## config.mk

```make
export PLATFORM = sky130hd
export DESIGN_NAME = prog_run_ctrl
export DESIGN_NICKNAME = d
export VERILOG_FILES = /design/src/rtl/prog_run_ctrl.sv
export SDC_FILE = /design/constraint.sdc
export NUM_CORES = 1
export LEC_CHECK = 0
export ABC_AREA = 1
export CAP_MARGIN = 15
export CORE_MARGIN = 2
export CORE_UTILIZATION = 55
export DETAILED_ROUTE_END_ITERATION = 8
export PLACE_DENSITY = 0.9
export SLEW_MARGIN = 20
export SYNTH_ARGS = -nofsm -noshare
export SYNTH_HDL_FRONTEND = slang
export SYNTH_SLANG_ARGS = --single-unit
```

## constraint.sdc

```tcl
create_clock -name Clk -period 2.5 [get_ports Clk]
set_input_delay 0.5 -clock Clk [delete_from_list [all_inputs] [get_ports Clk]]
set_output_delay 0.5 -clock Clk [all_outputs]
set_load 0.02 [all_outputs]
```

## src/rtl/prog_run_ctrl.sv

```systemverilog
// Run controller: Start/Ack handshake, per-slot program launch, issue gating,
// cycle/retired counters and optional watchdog.
module prog_run_ctrl #(
  parameter int unsigned PC_W     = 10,
  parameter int unsigned CNT_W    = 16,
  parameter int unsigned NUM_PROG = 4,
  parameter int unsigned SEL_W    = (NUM_PROG > 1) ? $clog2(NUM_PROG) : 1,
  parameter logic [NUM_PROG*PC_W-1:0] PROG_BASE = '0,
  parameter int unsigned TIMEOUT  = 0
) (
  input  logic             Clk,
  input  logic             Reset,
  input  logic             Start,
  input  logic [SEL_W-1:0] ProgSel,
  input  logic             HaltReq,
  input  logic             Stall,
  output logic             Run,
  output logic             PcLoad,
  output logic [PC_W-1:0]  PcLoadAddr,
  output logic             Ack,
  output logic             TimedOut,
  output logic [CNT_W-1:0] CycleCount,
  output logic [CNT_W-1:0] RetiredCount
);

  typedef enum logic [1:0] {IDLE, ARM, RUN, DONE} state_t;

  localparam logic [CNT_W-1:0] CNT_MAX = '1;

  state_t            state, state_nxt;
  logic              run_nxt, ack_nxt, to_nxt;
  logic [CNT_W-1:0]  cyc_nxt, ret_nxt;
  logic [PC_W-1:0]   base_sel;
  logic              halt_q, timeout_hit;

  // Out-of-range slot selects fall back to slot 0.
  always_comb begin
    base_sel = PROG_BASE[PC_W-1:0];
    for (int unsigned i = 0; i < NUM_PROG; i++) begin
      if (ProgSel == SEL_W'(i)) base_sel = PROG_BASE[i*PC_W +: PC_W];
    end
  end

  always_comb begin
    state_nxt   = state;
    cyc_nxt     = CycleCount;
    ret_nxt     = RetiredCount;
    to_nxt      = TimedOut;
    PcLoad      = 1'b0;
    PcLoadAddr  = '0;
    halt_q      = HaltReq & ~Stall;
    timeout_hit = 1'b0;
    if (TIMEOUT != 0) timeout_hit = (32'(CycleCount) == TIMEOUT - 32'd1);

    case (state)
      IDLE: begin
        if (Start) state_nxt = ARM;
      end
      ARM: begin
        PcLoad     = 1'b1;
        PcLoadAddr = base_sel;
        cyc_nxt    = '0;
        ret_nxt    = '0;
        to_nxt     = 1'b0;
        if (!Start) state_nxt = RUN;
      end
      RUN: begin
        if (Start) begin
          // Abort: relaunch without acknowledging.
          state_nxt = ARM;
          cyc_nxt   = '0;
          ret_nxt   = '0;
          to_nxt    = 1'b0;
        end else begin
          if (CycleCount != CNT_MAX) cyc_nxt = CycleCount + CNT_W'(1);
          if (!Stall && RetiredCount != CNT_MAX) ret_nxt = RetiredCount + CNT_W'(1);
          if (halt_q) begin
            state_nxt = DONE;
          end else if (timeout_hit) begin
            state_nxt = DONE;
            to_nxt    = 1'b1;
          end
        end
      end
      DONE: begin
        if (Start) begin
          state_nxt = ARM;
          cyc_nxt   = '0;
          ret_nxt   = '0;
          to_nxt    = 1'b0;
        end
      end
      default: state_nxt = IDLE;
    endcase

    if (Reset) begin
      PcLoad     = 1'b0;
      PcLoadAddr = '0;
    end

    run_nxt = (state_nxt == RUN);
    ack_nxt = (state_nxt == DONE);
  end

  always_ff @(posedge Clk) begin
    if (Reset) begin
      state        <= IDLE;
      Run          <= 1'b0;
      Ack          <= 1'b0;
      TimedOut     <= 1'b0;
      CycleCount   <= '0;
      RetiredCount <= '0;
    end else begin
      state        <= state_nxt;
      Run          <= run_nxt;
      Ack          <= ack_nxt;
      TimedOut     <= to_nxt;
      CycleCount   <= cyc_nxt;
      RetiredCount <= ret_nxt;
    end
  end

endmodule
```

Word-level counts from Yosys, hierarchy flattened
Index checks and enable logic that the tools add are counted.

Register bits: 37. Bits of input ports: 7. Output and inout port bits: 46.

$add $sub $neg: 2. Equality and inequality tests: 11. Multiplexer cells: 16. Bitwise gates (word level): 2. Reduce and logical (&&, ||, !) cells: 10.

Operators with widths (count): $pmux 16 s3 (2); $mux 16 (5); $add 16x1->16 const B (2); $ne 16x16->1 const B (2); $eq 2x2->1 const B (4); $mux 2 (4); $ne 3x3->1 const B (2); $pmux 2 s3 (1); $reduce_and 3->1 (2); $reduce_or 2->1 (2); $mux 1 (3); $reduce_bool 3->1 (1); $eq 2x1->1 const B (1); $logic_not 2->1 (1); $ne 2x1->1 const B (1); $ne 2x2->1 const B (1); $pmux 1 s2 (1); $reduce_and 2->1 (1); $reduce_bool 2->1 (1); $and 1x1->1 (1); $logic_and 1x1->1 (1); $logic_not 1->1 (1); $not 1->1 (1).

Depth between registers and ports, before layout
Gate-level depths: netlist (run 1).

Depth after elaboration: 6. Depth in mapped cells: 12.

Worst setup path after synthesis (run 1)
OpenSTA, ideal clock, no wires.

Path type: register to register. From: register RetiredCount[0]. To: register RetiredCount[14]. Setup time: 113 ps. Arrival time: 1612 ps. Required time: 2387 ps. Setup slack: 775 ps. Cell stages (with the launch flop): 11. Buffers on the path: 0. Period minus slack after synthesis: 1725 ps. Path through: dfxtp_1 -> ha_1 -> nand2_2 -> nor2_2 -> nand2_1 -> o21ai_1 -> nand2_2 -> nand2_2 -> inv_1 -> nor2_1 -> nor2_1.

Cells in the longest elaborated chain, start to end: 4. Elaborated cells on any way between the ends: 8. Classes of those cells: 1 x add/sub; 2 x eq/ne; 3 x mux; 2 x reduce/logical.

RTL lines: from (decl) (line 23) `output logic [CNT_W-1:0] RetiredCount`; from (signal assigned) (line 119) `RetiredCount <= ret_nxt;`; $add 16x1->16 or $ne 16x16->1 (tied branches) (line 76) `if (!Stall && RetiredCount != CNT_MAX) ret_nxt = RetiredCount + CNT_W'(1);`; $mux 16 or $logic_and 1x1->1 (tied branches) (line 76); $mux 16 or $ne 3x3->1 (tied branches); $pmux 16 s3 or $reduce_and 3->1 (tied branches).

Parallel ways exist; a longest one is shown, timed or not. The select of a mux whose other input is x is not followed. A chain may end at the register's enable or synchronous reset.

Worst setup path in the final report (run 1)
From: register state[1]. To: output port PcLoad.

Cells in the longest elaborated chain, start to end: 3.

RTL lines: from (decl) (line 30) `state_t state, state_nxt;`; from (signal assigned) (line 114) `state <= state_nxt;`; $eq 2x1->1; $mux 1 (line 55) `case (state)`; $mux 1 (line 96) `if (Reset) begin`; to (decl) (line 18) `output logic PcLoad,`.

Every way passes these cells.

==> summary.txt, run 1 <==
Run status
  • Run status: completed

Clocking
  • Post-CTS Resized: 0
  • Num CTS Buffers: 5
  • Setup Buffers After CTS: 0
  • CTS Sinks: 36
  • Worst-path clk slew: 0.07 ns
  • H-tree levels: 2
  • CTS tree: yes
  • Clk buf depth: 2
  • Clock root buffer: clkbuf_8
  • Clock latency at the later pin of the worst-skew pair: 0.30 ns
  • Hold Buf Count CTS: 0

Global routing
  • Pin count of the biggest net entering global routing: 19
  • Initial antenna violation count: 0
  • GR Overflow Total: 0
  • GRT Overall Usage: 24.7%
  • Vias in the first global route: 2348
  • First-pass GRT wire length: 10.2 mm

Route
  • # DRC: 0
  • Initial DRT Pass Iterations: 5
  • Final WL: 6.01 mm
  • Initial DRC count: 192
  • Via count: 2676
  • Wirelength per Cell: 11.8 um
  • ANT nets after route: 0
  • Via density: 5.25

Worst setup path
  • CP most frequent cell: inv_1
  • Critical setup path kind: flop to output pin
  • Crit-path cells: inv_1 -> ha_1 -> inv_1 -> nor2_1 -> clkdlybuf4s50_1
  • Slowest library cell on the worst path: clkdlybuf4s50_1
  • CP Max Fanout: 5
  • Buf+Inv Stages, Crit Path: 3
  • CP Launch Type: flop
  • Worst EP required: 2.00 ns
  • Critical path's top delay family: buffers and inverters
  • CP Capture Type: output pin
  • Arrival time of the worst setup path: 1.73 ns
  • Largest stage delay, worst path: 0.60 ns

Synth
  • Yosys warnings: 0
  • Most common library cells after synthesis: nand2_1, nor2_1, inv_1
  • Register area share after synthesis: 28.9%
  • Fraction of registers with async set/reset: 0%
  • Distinct cell type count after synthesis: 34
  • Top cell type's share of synthesized area: 28.9%
  • Most numerous cell in the Yosys netlist: nand2_1
  • Cell Area, Synth: 2490 um^2
  • Syn_area_per_cell: 6.01 um^2
  • Synthesized instance count: 414
  • EDFF count, synth: 0
  • Top cells by area, synth: dfxtp_1, nand2_1, nor2_1, inv_1, nand3_1
  • Cell taking the most area after synthesis: dfxtp_1
  • #FFs+latches synth: 36
  • Ys flop type: dfxtp_1

Floorplan
  • Starting Density: 57.2%
  • Row Count: 24
  • Die ar.: 5080 um^2
  • Chip Width: 71.3 um
  • Core ar.: 4350 um^2
  • Io pins: 53
  • Die height: 71.3 um

STA
  • Final hold slack: 0.520 ns
  • RSZ-0062 raised after global routing: no
  • Post-route setup slack: 0.271 ns
  • Hold Vio Cnt, Final: 0
  • Worst Skew: 0.00868 ns
  • Setup TNS: 0 ns
  • Setup violators final: 0
  • Slew Limit Fails: 0
  • Maximum clock frequency: 0.449 GHz
  • Minimum clock period: 2.23 ns
  • Post-route clock period utilization: 89.1%

Placed design
  • IO buf count: 39
  • Hpwl dp: 4.40 mm
  • Placer Congestion: 0.851
  • Placed cell count: 502
  • Place WS: 0.188 ns

Job
  • Max-cap violations: 0

Pwr
  • Leakage: 0.00133 uW
  • Maximum VDD drop: 0.000528 V
  • Power per Cell Area: 657 nW/um^2

Worst hold path
  • Hold WC Path Type: flop to flop

Final layout
  • Final core occ: 69.1%
  • Share of layout cells above drive strength 1: 7.64%
  • Final #Nets: 470
  • Layout Cells excl Fill: 510
  • Synth-to-layout area growth: 20.8%
  • Antenna diodes: 0
[flip-flops by register name, indices dropped and copies added, names as in the netlist]
signal / cells
Run: 1
CycleCount: 16
state: 2
Ack: 1
RetiredCount: 16
[kinds of logic after synthesis]
family	share of synthesized area [%]
buf+inv	15.4
flops	28.9
fa+ha+maj	3.01
compound gates	8.79
simple gates	43.4
other cells	0.151
xor+xnor	0.352
[per-layer routing]
layer	wire length, um	part of all wire (%)	track usage, %
met3	350	5.8	5.20
met5	0	0	0
met1	2680	45	31.8
met4	128	2.1	9.85
met2	2850	47	40.6
[stage by stage]
step	area, um^2	power, uW
after global routing	3010	2110
after global placement	2900	1420
after floorplan	2530	1270
after CTS	3010	1980
after detailed placement	2900	1450
final	3010	1970
[cells in the final DEF (no fill, tap or decap), types with 6 or more instances in the layout]
cell and count:
nand2_1 116, ha_1 6, a21oi_1 9, o21ai_0 13, dfxtp_1 36, nand3_1 45, inv_1 64, nor2_1 65
buf_4 6, clkdlybuf4s50_1 39, conb_1 11
[final timing paths]
| path | startpoint | slack [ns] | cells after the start | endpoint |
|---|---|---|---|---|
| worst min register to register | RetiredCount[4]$_SDFFE_PP0P_ | 0.52 | 2 | RetiredCount[4]$_SDFFE_PP0P_ |
| worst max register to register | state[0]$_SDFF_PP0_ | 0.59 | 12 | CycleCount[14]$_SDFFE_PP0P_ |
| worst max-delay path | state[1]$_SDFF_PP0_ | 0.27 | 5 | PcLoad |
| worst min-delay path | RetiredCount[4]$_SDFFE_PP0P_ | 0.52 | 2 | RetiredCount[4]$_SDFFE_PP0P_ |
[worst min-delay path, stage by stage, from the launching register on]
cell,delay [ns]
dfxtp_1,0.35
nand2_1,0.08
a21oi_1,0.05
[area by class of cell]
type | count | area, um^2
Inverter | 66 | 250
Multi-Input combinational cell | 303 | 1420
Clock buffer | 5 | 68.8
Fill cell | 372 | 1350
Sequential cell | 36 | 721
Tap cell | 52 | 65.1
Clock inverter | 3 | 42.5
Timing Repair Buffer | 45 | 435
[power breakdown]
part / internal, uW / switching (uW) / leakage, uW
logic: 262 / 519 / 0.000980
registers: 620 / 53.1 / 0.000291
clock network: 295 / 224 / 0.0000541
total: 1180 / 797 / 0.00133
Note: power is estimated with default switching activity, not from simulation.
==> inputs of run 2 (changes only) <==
--- a/config.mk
+++ b/config.mk
@@ -7,6 +7,7 @@
 export LEC_CHECK = 0
 export ABC_AREA = 1
 export CAP_MARGIN = 15
+export CORE_ASPECT_RATIO = 0.6
 export CORE_MARGIN = 2
 export CORE_UTILIZATION = 55
 export DETAILED_ROUTE_END_ITERATION = 8
==> run 2 against run 1 <==
Clock power fell by 14%. Via count rose by 0.78%. Hold slack improved by 0.0059 ns. Highest routed layer unchanged. Critical path type unchanged. Largest cell class unchanged. Critical path depth did not move.
==> summary.txt, run 2 (synthesis gave the netlist of run 1 again) <==
Run status
  • Run status: completed (unchanged)

Global routing
  • Pin count of the biggest net entering global routing: 17 (was 19)
  • First-pass GRT wire length: 10.5 mm (was 10.2 mm)
  • Vias in the first global route: 2301 (was 2348)
  • GR Overflow Total: 0 (unchanged)
  • Initial antenna violation count: 0 (unchanged)
  • GRT Overall Usage: 25.4% (was 24.7%)

Job
  • Max-cap violations: 0 (unchanged)

STA
  • Worst Skew: 0.00489 ns (was 0.00868 ns)
  • RSZ-0062 raised after global routing: no (unchanged)
  • Maximum clock frequency: 0.439 GHz (was 0.449 GHz)
  • Setup violators final: 0 (unchanged)
  • Hold Vio Cnt, Final: 0 (unchanged)
  • Post-route clock period utilization: 91.1% (was 89.1%)
  • Setup TNS: 0 ns (unchanged)
  • Slew Limit Fails: 0 (unchanged)
  • Minimum clock period: 2.28 ns (was 2.23 ns)

Worst hold path
  • Hold Crit Depth: 2 (unchanged)
  • Hold WC Path Type: flop to flop (unchanged)

Final layout
  • Final core occ: 71.1% (was 69.1%)
  • Highest-count cells in the layout ignoring fill and taps: nand2_1, nor2_1, inv_1, nand3_1, clkdlybuf4s50_1 (unchanged)
  • Share of layout cells above drive strength 1: 7.61% (was 7.64%)
  • Top Registers: CycleCount x16, RetiredCount x16, state x2 (unchanged)
  • Multi-input logic area: 1420 um^2 (unchanged)
  • Synth-to-layout area growth: 20.9% (was 20.8%)
  • Fill count: 360 (was 372)
  • Final #Nets: 472 (was 470)
  • Most common cell after layout, fill and taps aside: nand2_1 (unchanged)
  • Antenna diodes: 0 (unchanged)
  • Reg area: 721 um^2 (unchanged)

Clocking
  • Post-CTS Resized: 0 (unchanged)
  • Clock latency at the later pin of the worst-skew pair: 0.30 ns (about the same)
  • Hold Buf Count CTS: 0 (unchanged)
  • CTS Sinks: 36 (unchanged)
  • Worst-path clk slew: 0.07 ns (about the same)
  • Clk buf depth: 2 (unchanged)
  • Num CTS Buffers: 5 (unchanged)
  • CTS tree: yes (unchanged)
  • Clock root buffer: clkbuf_8 (unchanged)
  • Setup Buffers After CTS: 0 (unchanged)
  • H-tree levels: 2 (unchanged)

Floorplan
  • Chip Width: 90.9 um (was 71.3 um)
  • Die ar.: 5100 um^2 (was 5080 um^2)
  • Core ar.: 4230 um^2 (was 4350 um^2)
  • Io pins: 53 (unchanged)
  • Die height: 56.1 um (was 71.3 um)
  • Row Count: 18 (was 24)
  • Starting Density: 58.8% (was 57.2%)

Route
  • Wire length on met3: 674 um (was 350 um)
  • Initial DRC count: 256 (was 192)
  • WL met2: 2.67 mm (was 2.85 mm)
  • Via count: 2697 (was 2676)
  • Initial DRT Pass Iterations: 5 (unchanged)
  • Final WL: 6.34 mm (was 6.01 mm)
  • Via density: 5.19 (was 5.25)
  • # DRC: 0 (unchanged)
  • Wirelength per Cell: 12.2 um (was 11.8 um)
  • Met1 WL: 2.91 mm (was 2.68 mm)
  • ANT nets after route: 0 (unchanged)
  • Top Layer Used: met4 (unchanged)

Worst setup path
  • CP Capture Type: output pin (unchanged)
  • CP Max Fanout: 5 (unchanged)
  • R2r worst-path depth: 12 (unchanged)
  • Worst EP required: 2.00 ns (about the same)
  • CP Launch Type: flop (unchanged)
  • Arrival time of the worst setup path: 1.78 ns (was 1.73 ns)
  • Critical setup path kind: flop to output pin (unchanged)

Pwr
  • Maximum VDD drop: 0.000453 V (was 0.000528 V)
  • Power per Cell Area: 639 nW/um^2 (was 657 nW/um^2)
  • Leakage: 0.00133 uW (about the same)

Placed design
  • Placer Congestion: 0.896 (was 0.851)
  • IO buf count: 39 (unchanged)
  • Hpwl dp: 4.75 mm (was 4.40 mm)
[run 2: area by class of cell]
cell class	instances	area share, %
inverter	66	8.31
clock buffer	8	2.99
tap	60	2.49
multi-input combinational	303	47.3
timing repair buffer	47	15.0
sequential	36	23.9
[run 2: worst paths after layout]
| path | from | endpoint | slack (ns) |
|---|---|---|---|
| setup / recovery | state[1]$_SDFF_PP0_ | PcLoad | 0.22 |
| hold / removal | RetiredCount[4]$_SDFFE_PP0P_ | RetiredCount[4]$_SDFFE_PP0P_ | 0.53 |
| setup reg to reg | state[0]$_SDFF_PP0_ | CycleCount[14]$_SDFFE_PP0P_ | 0.56 |
| hold reg to reg | RetiredCount[4]$_SDFFE_PP0P_ | RetiredCount[4]$_SDFFE_PP0P_ | 0.53 |
[run 2: report_power, final]
part           leakage (uW)  internal (uW)  switching, uW
combinational      0.000989            279            527
sequential         0.000291            620           54.0
clock             0.0000455            225            220
[run 2: critical path: stages (launching register included)]
cell and delay, ns:
dfxtp_1 0.36, inv_1 0.12, ha_1 0.20, inv_1 0.08
nor2_1 0.10, clkdlybuf4s50_1 0.61
[run 2: per-stage QoR]
step | power [uW] | cells | hold slack, ns | worst slack, ns | area (um^2)
2_1_floorplan | 1270 | 424 | 0.560 | 0.775 | 2530
3_3_place_gp | 1450 | 512 | 0.499 | 0.302 | 2920
3_5_place_dp | 1470 | 512 | 0.514 | 0.272 | 2920
4_1_cts | 1920 | 520 | 0.525 | 0.225 | 3010
5_1_grt | 2030 | 520 | 0.545 | 0.176 | 3010
6_report | 1920 | 520 | 0.526 | 0.224 | 3010
[run 2: per-layer routing]
metal	up-vias	track usage, %
li1	1351	-
met1	1192	37.5
met4	0	9.09
met2	144	36.9
met5	-	0
met3	10	4.47
